## config.mk

```make
export PLATFORM = sky130hd
export DESIGN_NAME = pc_flag_unit
export DESIGN_NICKNAME = d
export VERILOG_FILES = /design/src/rtl/pc_flag_unit.sv
export SDC_FILE = /design/constraint.sdc
export NUM_CORES = 1
export LEC_CHECK = 0
export CORE_UTILIZATION = 45
export DETAILED_ROUTE_END_ITERATION = 7
export DONT_BUFFER_PORTS = 1
export GPL_TIMING_DRIVEN = 0
export PLACE_DENSITY = 0.67
export REMOVE_ABC_BUFFERS = 1
export SYNTH_ARGS = -nofsm -noshare
export SYNTH_HDL_FRONTEND = slang
export SYNTH_SLANG_ARGS = --single-unit
export TNS_END_PERCENT = 1
```

## constraint.sdc

```tcl
create_clock -name Clk -period 4.03 [get_ports Clk]
set_input_delay 1.209 -clock Clk [delete_from_list [all_inputs] [get_ports Clk]]
set_output_delay 1.209 -clock Clk [all_outputs]
set_load 0.02 [all_outputs]
```

## src/rtl/pc_flag_unit.sv

```systemverilog
// pc_flag_unit: program counter, branch resolution and compare flags for the
// 9-bit processor. Sequences start/halt and counts RUN cycles (saturating).
module pc_flag_unit #(
  parameter int unsigned PCW      = 10,
  parameter int unsigned DW       = 8,
  parameter int unsigned PROG_LEN = 1023
) (
  input  logic           Clk,
  input  logic           Reset_n,
  input  logic           Start,
  input  logic           Branch,
  input  logic           Jump,
  input  logic           Beq,
  input  logic           Bne,
  input  logic           Bl,
  input  logic           Bg,
  input  logic           Cmpfl,
  input  logic           CmpWr,
  input  logic [DW-1:0]  CmpA,
  input  logic [DW-1:0]  CmpB,
  input  logic [PCW-1:0] BrTarget,
  output logic [PCW-1:0] PC,
  output logic           Done,
  output logic           BrTaken,
  output logic           FlagEq,
  output logic           FlagLt,
  output logic           FlagGt,
  output logic [15:0]    CycleCnt
);

  localparam int unsigned CNTW = 16;

  typedef enum logic [1:0] {
    IDLE = 2'd0,
    RUN  = 2'd1,
    HALT = 2'd2
  } state_t;

  state_t         state;
  logic           take_c;
  logic           cond_c;
  logic [PCW-1:0] next_pc_c;
  logic           halt_c;
  logic [CNTW-1:0] cnt_inc_c;

  // Branch decision uses the flags held before this edge; next PC and halt check
  always_comb begin
    cond_c    = (Beq & FlagEq) | (Bne & ~FlagEq) | (Bl & FlagLt) | (Bg & FlagGt);
    take_c    = Branch & (Jump | (Cmpfl & cond_c));
    next_pc_c = take_c ? BrTarget : PC + PCW'(1);
    halt_c    = 32'(next_pc_c) >= PROG_LEN;
    cnt_inc_c = (CycleCnt == {CNTW{1'b1}}) ? CycleCnt : CycleCnt + CNTW'(1);
  end

  // Run/halt sequencer with all outputs registered
  always_ff @(posedge Clk or negedge Reset_n) begin
    if (!Reset_n) begin
      state    <= IDLE;
      PC       <= '0;
      Done     <= 1'b0;
      BrTaken  <= 1'b0;
      FlagEq   <= 1'b0;
      FlagLt   <= 1'b0;
      FlagGt   <= 1'b0;
      CycleCnt <= '0;
    end else begin
      case (state)
        IDLE: begin
          PC      <= '0;
          Done    <= 1'b0;
          BrTaken <= 1'b0;
          if (Start) state <= RUN;
        end
        RUN: begin
          BrTaken  <= take_c;
          CycleCnt <= cnt_inc_c;
          if (CmpWr) begin
            FlagEq <= (CmpA == CmpB);
            FlagLt <= (CmpA <  CmpB);
            FlagGt <= (CmpA >  CmpB);
          end
          if (halt_c) begin
            state <= HALT;
            Done  <= 1'b1;
          end else begin
            PC <= next_pc_c;
          end
        end
        HALT: begin
          BrTaken <= 1'b0;
          if (Start) begin
            state    <= RUN;
            PC       <= '0;
            CycleCnt <= '0;
            FlagEq   <= 1'b0;
            FlagLt   <= 1'b0;
            FlagGt   <= 1'b0;
            Done     <= 1'b0;
          end
        end
        default: state <= IDLE;
      endcase
    end
  end

endmodule

```

==> results of run 1 <==
logic make-up (layout without fill, tap and decap cells):
logic type | Yosys count | count (layout) | share of synthesized area (%)
flip-flops | 33 | 33 | 37.10
multiplexers | 4 | 4 | 1.855
adder cells (fa/ha/maj) | 10 | 10 | 5.621
AND/OR/NAND/NOR | 112 | 112 | 27.88
AO/OA/AOI/OAI | 54 | 54 | 17.88
XOR/XNOR | 13 | 13 | 5.453
buffers and inverters | 19 | 21 | 4.216
state kept, by name (all words and copies together), names as in the netlist:
name      cells
CycleCnt     16
PC           10
state         2
BrTaken       1
Done          1
FlagEq        1
FlagGt        1
FlagLt        1
placed cells by master (no fill, tap or decap), types with 2 or more instances in the layout:
cell	count
dfrtp_1	33
nand2_1	33
nor2_1	22
o21ai_0	13
inv_1	12
a21oi_1	10
ha_1	10
nand3_1	8
xor2_1	6
xnor2_1	6
a221o_1	6
clkbuf_8	6
and3_1	5
nand4_1	5
nor2b_1	5
a21oi_2	5
and2_1	5
or3_1	4
and4_1	3
nand2b_1	3
mux2i_1	3
nor3_1	3
nand3b_1	3
o21a_1	3
a31oi_1	2
a21o_1	2
or4_1	2
a22o_1	2
worst max-delay path by stage:
| stage | start | endpoint | slack (ns) | depth (start not counted) |
|---|---|---|---|---|
| 2_1_floorplan | Bl | PC[2]$_DFFE_PN0P_ | 1.22 | 7 |
| 3_3_place_gp | Start | FlagLt$_DFFE_PN0P_ | 0.74 | 4 |
| 3_5_place_dp | Bl | PC[3]$_DFFE_PN0P_ | 0.95 | 7 |
| 4_1_cts | Bl | PC[3]$_DFFE_PN0P_ | 1.25 | 7 |
| 5_1_grt | PC[0]$_DFFE_PN0P_ | PC[3]$_DFFE_PN0P_ | 1.08 | 8 |
| 6_report | PC[0]$_DFFE_PN0P_ | PC[3]$_DFFE_PN0P_ | 1.23 | 7 |
cell type report:
| class | instances | area [um^2] | share of cell area [%] |
|---|---|---|---|
| Timing Repair Buffer | 1 | 11.26 | 0.4705 |
| Tap cell | 67 | 83.83 | 3.502 |
| Clock buffer | 7 | 86.33 | 3.607 |
| Inverter | 12 | 45.04 | 1.882 |
| Clock inverter | 1 | 30.03 | 1.255 |
| Multi-Input combinational cell | 193 | 1311 | 54.78 |
| Sequential cell | 33 | 825.8 | 34.50 |
worst max-delay path: stages (launching register included):
cell	delay (ns)
dfrtp_1	0.68
ha_1	0.44
nand4b_1	0.14
o41ai_1	0.52
nand4_4	0.21
nand3_4	0.24
nor2_2	0.11
a221o_1	0.33
layer usage:
metal,global-route usage (%),share of wire [%],wire [um]
met1,23.57,43,2017
met2,31.67,49,2306
met3,6.667,7.2,341
met4,5.882,0.89,42
met5,0,0,0
power groups by stage:
| stage | Sequential, W | Combinational [W] | Clock (W) |
|---|---|---|---|
| after floorplan | 0.000654 | 0.000267 | 0 |
| after global placement | 0.000694 | 0.000308 | 0 |
| after detailed placement | 0.000699 | 0.000315 | 0 |
| after CTS | 0.000692 | 0.000317 | 0.000332 |
| after global routing | 0.000715 | 0.000359 | 0.000347 |
| final | 0.000693 | 0.000315 | 0.000323 |
synth_stat cells, drive strengths merged, types with 2 or more instances:
library cell  number  area, um^2
a21oi             15       93.84
nor3               4       20.02
inv               12       45.04
nand2b             3       18.77
nor2b              5       31.28
a221o              6       60.06
nand3b             3       22.52
nand3             10       67.57
a21o               2       15.01
nor2              23       88.84
buf                4       37.54
a31oi              4       46.29
and3               5       31.28
clkbuf             3       11.26
nand4              6       52.55
xor2               7       68.82
a22o               2       17.52
mux2i              3       30.03
a21boi             2       18.77
or4                3       26.27
dfrtp             33       825.8
o21a               3       22.52
o21ai             14       73.82
and2               5       31.28
and4               3       26.28
xnor2              6       52.55
ha                10       125.1
nand2             34       130.1
or3                4       25.02
stage by stage:
step                cell area (um^2)  std cells
finish                          2394        314
global route                    2394        314
CTS                             2394        314
detailed placement              2277        306
global placement                2261        305
floorplan                       2177        238
==> impl_metrics.py, run 1 <==
metrics = {
    "final_layout": {
        "area_delta_synth_final_pct": 7.533,
        "drive_above_1_share_pct": 10.93,
        "postLayoutCoreUtil_pct": 50.34,
        "insertedDiodeCount": 0,
        "layout.nets": 293,
        "nFillCells": 461,
    },
    "critical_path": {
        "reg2regPathDepth": 7,
        "startpoint_type": "flip-flop",
        "critical_path_class": "flip-flop to flip-flop",
        "timing.rr.end": "PC[3]$_DFFE_PN0P_",
        "path_max_fanout": 12,
        "r2r-start": "PC[0]$_DFFE_PN0P_",
        "arrival_ns": 2.96,
        "end_kind": "flip-flop",
        "r2r_setup_slack_ns": 1.23,
        "critPathRequiredTime_ns": 4.19,
    },
    "routing": {
        "routed_wl_um": 4707,
        "vias_per_cell": 5.583,
        "drtIter0Drc": 90,
        "drc_errors": 0,
        "vias": 1753,
        "drtAntennaViolNets": 0,
        "routedWlPerCell_um": 14.99,
        "first_pass_iters": 5,
    },
    "pwr": {
        "intPower_w": 0.0007717,
        "power_frac_seq_pct": 52.1,
        "p_total_w": 0.001330,
        "p_comb_share_pct": 23.7,
        "swShare_pct": 41.98,
        "ir_drop_mv": 0.2082,
        "leakagePower_nw": 1.024,
        "p_clk_share_pct": 24.3,
        "power_density_nw_per_um2": 555.7,
        "p_switching_w": 0.0005584,
    },
    "die": {
        "die-area_um2": 5232,
        "std_cell_rows": 25,
        "fp.coreArea_um2": 4755,
        "die_h_um": 72.33,
        "initial_core_util_pct": 46.82,
        "die-width_um": 72.33,
        "io_pins": 68,
    },
    "cts": {
        "cts-buffers-inserted": 5,
        "clk_pin_slew_ns": 0.07,
        "cts_resized": 0,
        "htreeDepth": 2,
        "clock-sinks": 33,
        "cts_tree": "built",
        "cts-root-buf": "clkbuf_8",
        "clockBufferDepth": 2,
        "hold_buffers": 0,
        "post-cts-setup-buffer-count": 0,
        "clkLatencyLatePin_ns": 0.28,
    },
    "global_routing": {
        "antenna_found_initial": 0,
        "grt_max_degree": 34,
        "grt_pass1_vias": 1676,
        "gr-total-overflow": 0,
        "grt_pass1_wl_um": 7748,
        "grt_usage_pct": 19.18,
    },
    "placed_design": {
        "place_ws_ns": 0.9455,
        "io_buffers": 0,
        "hpwlAfterDp_um": 3428,
        "place.gp.congestion": 0.7914,
    },
    "min_path": {
        "hp-class": "primary input to asynchronous set/reset pin",
    },
    "timing": {
        "rsz0062_at_grt": "false",
        "final.period_utilization_pct": 69.39,
        "fin_ws_ns": 1.234,
        "worstMarginPinSlew_ns": 0.5874,
        "hold_violations": 0,
        "final.setup.tns_ns": 0,
        "fmaxAchievable_mhz": 357.6,
        "setup_viol": 0,
        "period_minus_slack_ns": 2.796,
        "fin_skew_ns": 0.005732,
        "holdWs_ns": 0.6135,
        "drv_slew": 0,
        "slew_headroom_pct": 60.33,
    },
    "synth": {
        "ys_types": 54,
        "synth_edf_count": 0,
        "yosys_most_used_dff": "dfrtp_1",
        "async_flop_share_pct": 100.0,
        "seq_area_frac_synth_pct": 37.10,
        "syn_avg_cell_area_um2": 9.085,
        "synth_seq_cells": 33,
        "synthesis.area_um2": 2226,
        "ys_warn_count": 0,
        "synthCells": 245,
    },
    "flow_run": {
        "cap_violations": 0,
    },
    "run_status": {
        "outcome": "complete, no violations",
    },
}
Power figures use the tool's default switching activity.
==> inputs of run 2 (changes only) <==
- PLACE_DENSITY: 0.67 -> 0.69
- clock period: 4.03 -> 2.4 ns (I/O delays scaled with it)
==> impl_metrics.py, run 2 (synthesis results as in run 1) <==
metrics = {
    "placed_design": {
        "dp.cells": 306,
        "place_ws_ns": -0.3872,
        "place.gp.congestion": 0.8040,
        "hpwlAfterDp_um": 3509,
        "io_buffers": 0,
    },
    "routing": {
        "vias": 1819,
        "drc_errors": 0,
        "vias_per_cell": 5.667,
        "routed_wl_um": 4853,
        "routedWlPerCell_um": 15.12,
        "first_pass_iters": 4,
        "drtAntennaViolNets": 0,
        "drtIter0Drc": 92,
    },
    "pwr": {
        "p_total_w": 0.002307,
        "p_comb_share_pct": 25.8,
        "power_frac_seq_pct": 50.7,
        "intPower_w": 0.001346,
        "p_clk_share_pct": 23.5,
        "power_density_nw_per_um2": 930.9,
        "swShare_pct": 41.68,
        "leakagePower_nw": 1.055,
        "p_switching_w": 0.0009616,
        "ir_drop_mv": 0.4135,
    },
    "global_routing": {
        "grt_pass1_vias": 1677,
        "antenna_found_initial": 0,
        "grt_usage_pct": 19.23,
        "grt_pass1_wl_um": 7686,
        "grt_max_degree": 34,
        "gr-total-overflow": 0,
    },
    "die": {
        "initial_core_util_pct": 46.82,
        "fp.coreArea_um2": 4755,
        "die-width_um": 72.33,
        "die-area_um2": 5232,
        "die_h_um": 72.33,
        "io_pins": 68,
        "std_cell_rows": 25,
    },
    "critical_path": {
        "reg2regPathDepth": 7,
        "r2r_setup_slack_ns": 0.09,
        "r2r-start": "FlagEq$_DFFE_PN0P_",
        "path_delay_family": "simple AND/OR/NAND/NOR gates",
        "critPathBufInv": 0,
        "slowest_delay_ns": 0.62,
        "path_max_fanout": 8,
        "startpoint_type": "flip-flop",
        "end_kind": "flip-flop",
        "critical_path_class": "flip-flop to flip-flop",
        "cp_slowest_cell": "or4_4",
        "cp_cell_sequence": "mux2i_1, a21boi_2, o21ai_2, or4_4, nand3_4, nor2_2, a221o_1",
        "arrival_ns": 2.48,
        "critPathRequiredTime_ns": 2.57,
        "timing.rr.end": "PC[3]$_DFFE_PN0P_",
    },
    "cts": {
        "clk_pin_slew_ns": 0.07,
        "cts-root-buf": "clkbuf_8",
        "clockBufferDepth": 2,
        "cts-buffers-inserted": 5,
        "clkLatencyLatePin_ns": 0.29,
        "cts_tree": "built",
        "htreeDepth": 2,
        "clock-sinks": 33,
    },
    "timing": {
        "slew_headroom_pct": 62.98,
        "hold_violations": 0,
        "setup_viol": 0,
        "fin_skew_ns": 0.004978,
        "fmaxAchievable_mhz": 433.6,
        "drv_slew": 0,
        "final.period_utilization_pct": 96.10,
        "worstMarginPinSlew_ns": 0.5553,
        "rsz0062_at_grt": "true",
        "fin_ws_ns": 0.09363,
        "period_minus_slack_ns": 2.306,
    },
    "flow_run": {
        "cap_violations": 0,
    },
    "final_layout": {
        "layout_commonest_cell": "nand2_1",
        "biggestRegsByFlops": "CycleCnt (16), PC (10), state (2)",
        "insertedDiodeCount": 0,
        "drive_above_1_share_pct": 18.11,
        "max_flop_register": "CycleCnt",
        "largest_register_ffs": 16,
        "layout.nets": 300,
        "area_delta_synth_final_pct": 11.35,
        "stdcell_count": 321,
        "final_cell_mix": "nand2_1, dfrtp_1, nor2_1",
    },
    "min_path": {
        "hp-class": "primary input to asynchronous set/reset pin",
    },
    "run_status": {
        "outcome": "complete, no violations",
    },
}
## run 2: cell count changes in the layout (fill, tap and decap cells not counted), sizes merged
cell,change
buf,+5
clkbuf,+2
## run 2: what timing repair did
action / in CTS / in global routing
setup buffers: 4 / 3
gates resized for setup: 5 / 8
pin swaps: 1 / 3
gates cloned: 0 / 0
hold buffers: 0 / 0
endpoints found under the setup margin: 11 / 13
## run 2: how the worst max path moves through the flow
| stage | to | cells after the start | slack, ns | from |
|---|---|---|---|---|
| floorplan | PC[2]$_DFFE_PN0P_ | 8 | 0.03 | PC[0]$_DFFE_PN0P_ |
| global placement | FlagLt$_DFFE_PN0P_ | 4 | -0.40 | Start |
| detailed placement | PC[3]$_DFFE_PN0P_ | 7 | -0.39 | PC[0]$_DFFE_PN0P_ |
| CTS | PC[3]$_DFFE_PN0P_ | 8 | 0.004 | PC[0]$_DFFE_PN0P_ |
| global route | CycleCnt[8]$_DFFE_PN0P_ | 6 | -0.05 | CycleCnt[3]$_DFFE_PN0P_ |
| finish | PC[3]$_DFFE_PN0P_ | 7 | 0.09 | FlagEq$_DFFE_PN0P_ |
## run 2: final cells by class
| type | instances | area [um^2] |
|---|---|---|
| inverter | 12 | 45.04 |
| clock inverter | 1 | 30.03 |
| tap | 67 | 83.83 |
| clock buffer | 7 | 86.33 |
| fill | 464 | 2276 |
| multi-input combinational | 193 | 1339 |
| timing repair buffer | 8 | 58.81 |
| sequential | 33 | 835.8 |
## run 2: metrics by stage
step	utilization [%]	TNS, ns	hold WS (ns)	instance area, um^2
after detailed placement	47.89	-3.283	0.4251	2277
after floorplan	-	0	0.4244	2177
after global placement	47.55	-4.898	0.4250	2261
after global routing	52.13	-0.08013	0.1002	2479
final	52.13	0	0.1204	2479
after CTS	51.37	0	0.1082	2442
## run 2: metal layers
layer	track usage (%)	routed length, um	vias up
li1	-	-	895
met1	23.42	2068	867
met2	31.57	2378	50
met3	5.694	335	7
met4	8.279	72	0
met5	0	0	-
## run 2: power groups by stage
stage	clock network [W]	logic, W	registers, W
after CTS	0.000557	0.000560	0.00117
after detailed placement	0	0.000533	0.00117
after global placement	0	0.000518	0.00117
after global routing	0.000586	0.000676	0.00121
final	0.000543	0.000596	0.00117
after floorplan	0	0.000448	0.00110
==> inputs of run 3 (changes only) <==
- RECOVER_POWER: not set -> 100
==> impl_metrics.py, run 3 (synthesis results as in run 1) <==
metrics = {
    "global_routing": {
        "met2_usage_pct": 31.57,
        "grt_usage_pct": 19.23,
        "grt_busiest_layer": "met2",
        "gr-total-overflow": 0,
        "antenna_found_initial": 0,
        "grt_pass1_vias": 1677,
        "globalRouteMet1Util_pct": 23.42,
        "use_met3_pct": 5.694,
        "grt_max_degree": 34,
        "grt_pass1_wl_um": 7686,
    },
    "placed_design": {
        "place_area_um2": 2277,
        "io_buffers": 0,
        "hpwlAfterDp_um": 3509,
        "place_ws_ns": -0.3872,
        "place.gp.congestion": 0.8040,
    },
    "final_layout": {
        "drive_above_1_share_pct": 16.14,
        "nFillCells": 468,
        "biggestRegsByFlops": "CycleCnt (16), PC (10), state (2)",
        "layout.nets": 300,
        "regArea_um2": 829.5,
        "area_delta_synth_final_pct": 11.07,
        "largest_register_ffs": 16,
        "layout_commonest_cell": "nand2_1",
        "final_cell_area_um2": 2472,
        "final_cell_mix": "nand2_1, dfrtp_1, nor2_1",
        "multi_input_area_um2": 1339,
        "max_flop_register": "CycleCnt",
        "insertedDiodeCount": 0,
        "postLayoutCoreUtil_pct": 52.00,
    },
    "critical_path": {
        "critPathRequiredTime_ns": 2.57,
        "crit_path_start": "FlagLt$_DFFE_PN0P_",
        "end_kind": "flip-flop",
        "reg2regPathDepth": 7,
        "r2r-start": "FlagLt$_DFFE_PN0P_",
        "startpoint_type": "flip-flop",
        "arrival_ns": 2.52,
        "critical_path_class": "flip-flop to flip-flop",
        "r2r_setup_slack_ns": 0.05,
        "critPathCapture": "PC[3]$_DFFE_PN0P_",
        "path_max_fanout": 8,
        "timing.rr.end": "PC[3]$_DFFE_PN0P_",
    },
    "die": {
        "std_cell_rows": 25,
        "initial_core_util_pct": 46.82,
        "die-area_um2": 5232,
        "fp.coreArea_um2": 4755,
        "io_pins": 68,
        "die-width_um": 72.33,
        "die_h_um": 72.33,
    },
    "pwr": {
        "power_density_nw_per_um2": 931.3,
        "ir_drop_mv": 0.4094,
        "leakagePower_nw": 1.061,
    },
    "timing": {
        "hold_violations": 0,
        "final.period_utilization_pct": 97.73,
        "fmaxAchievable_mhz": 426.4,
        "fin_skew_ns": 0.004932,
        "fin_ws_ns": 0.05458,
        "rsz0062_at_grt": "true",
        "setup_viol": 0,
        "worstMarginPinSlew_ns": 0.5551,
        "drv_slew": 0,
        "period_minus_slack_ns": 2.345,
        "slew_headroom_pct": 62.99,
    },
    "cts": {
        "clkLatencyLatePin_ns": 0.29,
        "htreeDepth": 2,
        "cts-root-buf": "clkbuf_8",
        "cts_tree": "built",
        "clk_pin_slew_ns": 0.07,
        "clockBufferDepth": 2,
        "clock-sinks": 33,
        "cts-buffers-inserted": 5,
    },
    "routing": {
        "first_pass_iters": 4,
        "drtAntennaViolNets": 0,
        "drc_errors": 0,
        "vias": 1817,
        "routed_wl_um": 4855,
        "routedWlPerCell_um": 15.12,
        "vias_per_cell": 5.660,
        "drtIter0Drc": 89,
    },
    "flow_run": {
        "cap_violations": 0,
    },
    "run_status": {
        "outcome": "complete, no violations",
    },
    "min_path": {
        "hp-class": "primary input to asynchronous set/reset pin",
    },
}
[run 3: worst min path at each step]
stage / start / endpoint / cells after the start
floorplan: Reset_n / BrTaken$_DFFE_PN0P_ / 0
global placement: Reset_n / CycleCnt[1]$_DFFE_PN0P_ / 0
detailed placement: Reset_n / CycleCnt[1]$_DFFE_PN0P_ / 0
CTS: Reset_n / CycleCnt[1]$_DFFE_PN0P_ / 0
global route: Reset_n / CycleCnt[8]$_DFFE_PN0P_ / 0
finish: Reset_n / CycleCnt[1]$_DFFE_PN0P_ / 0
[run 3: critical path, stage by stage, from the launching register on]
cell      delay (ns)
dfrtp_1         0.49
a22oi_1         0.18
a21boi_2        0.19
o21ai_2         0.15
or4_4           0.62
nand3_4         0.16
nor2_2          0.10
a221o_1         0.33
[run 3: repair_timing]
action | CTS | global route
pin swaps | 1 | 3
hold buffers | 0 | 0
endpoints found under the setup margin | 11 | 13
buffers inserted | 4 | 3
gates resized for setup | 5 | 8
[run 3: power by group]
part	switching, W	internal (W)
clock network	0.000204	0.000338
registers	0.000452	0.000713
logic	0.000306	0.000290
total	0.000962	0.00134
[run 3: area by class of cell]
type | count | share of cell area [%]
inverter | 12 | 1.822
clock buffer | 7 | 3.492
tap | 67 | 3.391
multi-input combinational | 193 | 54.15
sequential | 33 | 33.55
timing repair buffer | 8 | 2.379
clock inverter | 1 | 1.215
[run 3: per-stage QoR]
step / cells / setup TNS (ns) / power (W) / hold slack (ns)
global placement: 305 / -4.898 / 0.001686 / 0.4250
CTS: 318 / 0 / 0.002282 / 0.1082
finish: 321 / 0 / 0.002303 / 0.1204
global route: 321 / -0.2208 / 0.002464 / 0.1002
floorplan: 238 / 0 / 0.001547 / 0.4244
detailed placement: 306 / -3.283 / 0.001703 / 0.4251
[run 3: layer usage]
layer / share of wire, % / wire length, um
met5: 0 / 0
met4: 1.5 / 72
met3: 6.9 / 335
met2: 49 / 2376
met1: 43 / 2071
